### src/rtl/uart_tx_sched_if.sv
// Requester-side and serializer-side signals of the shared UART transmit scheduler.
// The scheduler takes the slave view; the requesters and the uart_send hookup take the master view.
interface uart_tx_sched_if #(
    parameter int N   = 4,
    parameter int IDW = 2
);
    logic [N-1:0]   req;
    logic [8*N-1:0] req_data;
    logic [N-1:0]   ack;
    logic [IDW-1:0] grant_id;
    logic           busy;
    logic           uart_start;
    logic [7:0]     uart_data;

    modport master (
        output req, req_data,
        input  ack, grant_id, busy, uart_start, uart_data
    );

    modport slave (
        input  req, req_data,
        output ack, grant_id, busy, uart_start, uart_data
    );
endinterface

### src/rtl/uart_tx_sched.sv
// Round-robin scheduler sharing one uart_send serializer among N byte requesters.
// uart_send has no busy output, so each frame is timed locally with a down-counter.
//
//   state   | meaning
//   --------+---------------------------------------------------------------
//   ST_IDLE | line free; grant the first requester at or after ptr
//   ST_WAIT | frame (or post-reset holdoff) on the line; cnt counts it down
module uart_tx_sched #(
    parameter int unsigned N            = 4,
    parameter int unsigned IDW          = 2,
    parameter int unsigned FRAME_CYCLES = 52200
) (
    input  logic           clk_i,
    input  logic           rst_i,
    uart_tx_sched_if.slave bus
);
    typedef enum logic {
        ST_IDLE,
        ST_WAIT
    } state_e;

    localparam logic [31:0] CNT_RELOAD = 32'(FRAME_CYCLES - 1);

    state_e         state_q;
    logic [31:0]    cnt_q;
    logic [IDW-1:0] ptr_q;
    logic           busy_q;
    logic           start_q;
    logic [N-1:0]   ack_q;
    logic [7:0]     data_q;
    logic [IDW-1:0] gid_q;

    logic           found_d;
    logic [IDW-1:0] win_id_d;
    logic [7:0]     win_data_d;
    logic [N-1:0]   onehot_d;
    logic [IDW-1:0] ptr_d;

    logic [7:0] req_byte [N];

    for (genvar g = 0; g < N; g++) begin : g_bytes
        assign req_byte[g] = bus.req_data[8*g +: 8];
    end

    // Search starts at ptr and wraps, so the winner is the first requester after the last grant.
    always_comb begin
        logic [IDW-1:0] idx;
        idx        = '0;
        found_d    = 1'b0;
        win_id_d   = '0;
        win_data_d = 8'h00;
        onehot_d   = '0;
        ptr_d      = ptr_q;
        for (int unsigned k = 0; k < N; k++) begin
            idx = IDW'((32'(ptr_q) + k) % N);
            if (!found_d && bus.req[idx]) begin
                found_d       = 1'b1;
                win_id_d      = idx;
                win_data_d    = req_byte[idx];
                onehot_d[idx] = 1'b1;
                ptr_d         = IDW'((32'(idx) + 32'd1) % N);
            end
        end
    end

    // Reset enters WAIT so a frame left in flight inside uart_send drains before the next start.
    always_ff @(posedge clk_i) begin
        if (rst_i) begin
            state_q <= ST_WAIT;
            cnt_q   <= CNT_RELOAD;
            ptr_q   <= '0;
            busy_q  <= 1'b1;
            start_q <= 1'b0;
            ack_q   <= '0;
            data_q  <= 8'h00;
            gid_q   <= '0;
        end else begin
            start_q <= 1'b0;
            ack_q   <= '0;
            unique case (state_q)
                ST_IDLE: begin
                    if (found_d) begin
                        state_q <= ST_WAIT;
                        cnt_q   <= CNT_RELOAD;
                        ptr_q   <= ptr_d;
                        busy_q  <= 1'b1;
                        start_q <= 1'b1;
                        ack_q   <= onehot_d;
                        data_q  <= win_data_d;
                        gid_q   <= win_id_d;
                    end else begin
                        busy_q <= 1'b0;
                    end
                end
                ST_WAIT: begin
                    if (cnt_q == 32'd0) begin
                        state_q <= ST_IDLE;
                        busy_q  <= 1'b0;
                    end else begin
                        cnt_q <= cnt_q - 32'd1;
                    end
                end
                default: begin
                    state_q <= ST_WAIT;
                    cnt_q   <= CNT_RELOAD;
                    busy_q  <= 1'b1;
                end
            endcase
        end
    end

    assign bus.ack        = ack_q;
    assign bus.grant_id   = gid_q;
    assign bus.busy       = busy_q;
    assign bus.uart_start = start_q;
    assign bus.uart_data  = data_q;
endmodule

### src/flat_wrapper.sv
// flat-port wrapper written by rule: the top's interface ports become plain ports
module uart_tx_sched_flat 
#(
    parameter int unsigned N            = 4,
    parameter int unsigned IDW          = 2,
    parameter int unsigned FRAME_CYCLES = 52200
)
  (clk_i, rst_i, bus_req, bus_req_data, bus_ack, bus_grant_id, bus_busy, bus_uart_start, bus_uart_data);
  uart_tx_sched_if #(.N(N), .IDW(IDW)) bus_i ();
  input  logic clk_i;
  input  logic rst_i;
  input wire logic [$bits(bus_i.req)-1:0] bus_req;
  input wire logic [$bits(bus_i.req_data)-1:0] bus_req_data;
  output wire logic [$bits(bus_i.ack)-1:0] bus_ack;
  output wire logic [$bits(bus_i.grant_id)-1:0] bus_grant_id;
  output wire logic [$bits(bus_i.busy)-1:0] bus_busy;
  output wire logic [$bits(bus_i.uart_start)-1:0] bus_uart_start;
  output wire logic [$bits(bus_i.uart_data)-1:0] bus_uart_data;
  assign bus_i.req = bus_req;
  assign bus_i.req_data = bus_req_data;
  assign bus_ack = bus_i.ack;
  assign bus_grant_id = bus_i.grant_id;
  assign bus_busy = bus_i.busy;
  assign bus_uart_start = bus_i.uart_start;
  assign bus_uart_data = bus_i.uart_data;
  uart_tx_sched #(.N(N), .IDW(IDW), .FRAME_CYCLES(FRAME_CYCLES)) u_core (.clk_i(clk_i), .rst_i(rst_i), .bus(bus_i));
endmodule
### config.mk
export PLATFORM = sky130hd
export DESIGN_NAME = uart_tx_sched_flat
export DESIGN_NICKNAME = d
export VERILOG_FILES = /design/src/rtl/uart_tx_sched_if.sv /design/src/rtl/uart_tx_sched.sv /design/src/flat_wrapper.sv
export SDC_FILE = /design/constraint.sdc
export NUM_CORES = 1
export LEC_CHECK = 0
export BUFFER_PORTS_ARGS = -buffer_cell sky130_fd_sc_hd__buf_2
export CAP_MARGIN = 10
export CORE_UTILIZATION = 30
export DETAILED_ROUTE_END_ITERATION = 10
export PLACE_DENSITY = 0.52
export SYNTH_ARGS = -nofsm -noshare
export SYNTH_HDL_FRONTEND = slang
export SYNTH_SLANG_ARGS = --single-unit
### constraint.sdc
create_clock -name clk_i -period 4.8 [get_ports clk_i]
set_clock_uncertainty 0.2 [all_clocks]
set_input_delay 0.24 -clock clk_i [delete_from_list [all_inputs] [get_ports clk_i]]
set_output_delay 0.24 -clock clk_i [all_outputs]
set_load 0.005 [all_outputs]
==> impl_metrics.yaml <==
timing:
  fin_crit_sh_pct: 82.1
  fin_crit_ns: 3.94
  worst_hold_slack_ns: 0.176
  fmax_ghz: 0.254
  max_slew_margin_pct: 37.8
  hold_viol: 0
  setup-violations-final: 0
  max_slew.worst_pin.slew_ns: 0.933
  totalNegativeSetupSlack_ns: 0
  drv_slew: 0
  rsz0062_at_grt: "no"
clocking:
  setup_buffers_after_cts: 0
  ctsRootBufferMaster: "clkbuf_16"
  h-tree-depth: 2
  worst_skew_pair.late_latency_ns: 0.28
  cts.clk_slew.worst_paths_ns: 0.07
  cts_buffers: 5
  cts_hold_buf: 0
  maximum_buffer_depth_of_the_clock_tree: 2
  cts.sink_count: 51
  cts_tree: "yes"
  post_cts_resized: 0
synth:
  synth_top_cells_by_area: "dfxtp_1, mux4_2, nand2_1, a21oi_1, or4_1"
  syn_nets: 466
  synth.yosys.seq_area_share_pct: 26.6
  synth_area_mm2: 0.00383
  synth_largest_area_cell: "dfxtp_1"
  synth_enable_flop_cells: 0
  post_synth_num_cell_types: 48
  synth-seq-cells: 51
  yosys.area.top_type_share_pct: 26.6
  asyncSetResetFlopFracSynth_pct: 0
  ys_warn_count: 0
  postSynth.topFlopCell: "dfxtp_1"
  syn-instance-count: 419
  synth_area_per_cell_um2: 9.15
run:
  maxCapViolCount: 0
pwr:
  power_after_layout_uw: 879
  p_leak_nw: 1.47
  pwr_density_cell_mw_per_mm2: 202
  vdd_drop_max_mv: 0.164
critical_path:
  worst_path_most_repeated_cell: "buf_4"
  cp_slowest_cell: "o41ai_1"
  timing.reg2reg.worst_path_depth: 9
  timing.critical_path.from: "u_core.ptr_q[1]"
  critical_path_end_type: "register"
  crit_type: "register to register"
  worst-r2r-setup-slack_ns: 0.86
  max_stage_delay_ns: 0.68
  endpoint: "u_core.cnt_q[11]"
  cp_cell_sequence: "buf_4 > inv_1 > ha_1 > buf_4 > mux4_2 > o41ai_1 > nand2b_1 > nor2_1 > mux2i_1"
  rr_endpoint: "u_core.cnt_q[11]"
  cp_buf_inv_count: 3
  critical_path_cell_count: 9
  cp_data_required_time_ns: 4.77
  start_kind: "register"
  critical_path.reg2reg.startpoint: "u_core.ptr_q[1]"
  worst-endpoint-arrival_ns: 3.91
  crit_family: "simple AND/OR/NAND/NOR gates"
  path_max_fanout: 29
grt:
  grt_remaining_overflow: 0
  grt_antenna_before_repair: 0
  grt_max_degree: 35
  grt_use_total_pct: 14.8
  global_route_wire_length_before_repair_um: 15900
  first_global_vias: 3191
floorplan:
  std_cell_rows: 40
  coreArea_mm2: 0.0122
  count_of_boundary_i_o_pins: 54
  die-height_um: 115
  die_area_mm2: 0.0132
  initial_utilization_pct: 31.4
  fp.dieW_um: 115
routing:
  remaining_drc_errors: 0
  avgRoutedWirePerCell_um: 15.1
  route.final.wire_length_um: 9340
  drt-initial-drc-count: 181
  route.detailed.vias_per_inst: 5.58
  dr.pass1.iters: 4
  vias: 3451
  detail-route-antenna-nets: 0
layout:
  multi_input_logic_area_mm2: 0.00263
  num_antenna_cells: 0
  synthToLayoutAreaGrowth_pct: 13.7
  fillers: 1286
  post_route_cells_drive_above_1_share_pct: 24.8
  sequential_cell_area_mm2: 0.00102
  nets: 497
outcome:
  status: "completed"
placed_design:
  globalplace.congestion: 0.816
  place.detailed.hpwl_um: 6600
  port_buffer_count: 53
worst_hold_path:
  hold_class: "input port to register"
## stage by stage
| step | worst slack [ns] | std cells | utilization [%] | cell area (um2) |
|---|---|---|---|---|
| after CTS | 0.753 | 619 | 35.7 | 4360 |
| after global routing | 0.400 | 619 | 35.7 | 4360 |
| final | 0.857 | 619 | 35.7 | 4360 |
| after floorplan | 0.527 | 419 | - | 3830 |
| after detailed placement | 0.784 | 611 | 34.5 | 4220 |
| after global placement | 0.930 | 611 | 34.5 | 4220 |
## worst register-to-register path, stage by stage (launching register included)
cell and delay, ns:
dfxtp_1 0.31, buf_4 0.33, inv_1 0.19, ha_1 0.36, buf_4 0.34, mux4_2 0.42
o41ai_1 0.68, nand2b_1 0.67, nor2_1 0.25, mux2i_1 0.09
## area by class of cell
type / instances / area share (%)
timing repair buffer: 60 / 7.29
inverter: 9 / 0.775
clock inverter: 3 / 0.345
clock buffer: 5 / 2.87
multi-input combinational: 323 / 60.4
tap: 168 / 4.82
sequential: 51 / 23.5
## how the worst min path moves through the flow
stage	end	depth (start not counted)	slack [ns]	from
finish	u_core.bus.grant_id[0]	2	0.18	rst_i
global route	u_core.bus.grant_id[1]	2	0.22	rst_i
CTS	u_core.bus.grant_id[0]	2	0.18	rst_i
detailed placement	u_core.bus.busy	2	0.24	u_core.bus.busy
global placement	u_core.bus.busy	2	0.25	u_core.bus.busy
floorplan	u_core.cnt_q[13]	2	0.24	u_core.cnt_q[13]
## cells in the mapped netlist, types with 2 or more instances
master	number
o2111ai_1	2
mux4_2	36
a21oi_1	29
inv_1	9
nor4_1	10
buf_2	3
a311oi_1	8
buf_1	6
mux2i_1	14
o211ai_1	5
nand2b_1	4
o21ai_0	21
clkbuf_1	24
nand3_1	15
or4_1	19
o41ai_1	5
or3_1	16
nand2_1	47
a22o_1	4
or2_2	2
nor3_1	7
a211oi_1	3
o221ai_1	2
and3b_1	2
ha_1	9
nand4b_1	4
nor2_1	22
and2_1	3
a31oi_1	2
o21a_1	4
dfxtp_1	51
o31ai_1	15
## registers in the layout (all words and copies together), names as in the netlist
name and count:
u_core.bus.grant_id 2, u_core.ptr_q 2, u_core.bus.uart_data 8, u_core.cnt_q 32, u_core.state_q 1, u_core.bus.uart_start 1
u_core.bus.ack 4, u_core.bus.busy 1
## power breakdown
group,internal [mW],switching (mW)
registers,0.425,0.00208
clock network,0.191,0.157
logic,0.0473,0.0573
## cell usage in the layout (no fill, tap or decap), types with 16 or more instances in the layout
cell	count
a21oi_1	29
buf_2	53
dfxtp_1	50
mux4_2	36
nand2_1	47
nor2_1	22
o21ai_0	21
or3_1	16
or4_1	19
## layer usage
layer | track usage [%] | share of wire (%) | up-vias
met5 | 0 | 0 | -
met4 | 4.94 | 1.6 | 0
met3 | 1.37 | 2.3 | 10
met2 | 24.3 | 47 | 49
met1 | 20.4 | 49 | 1682
li1 | - | - | 1710
## logic make-up after synthesis
kind of cell	synth area share, %
AO/OA/AOI/OAI	18.1
flip-flops	26.6
multiplexers	24.8
buffers and inverters	4.83
XOR/XNOR	0.229
AND/OR/NAND/NOR	22.5
adder cells (fa/ha/maj)	2.94
Power figures use the tool's default switching activity.
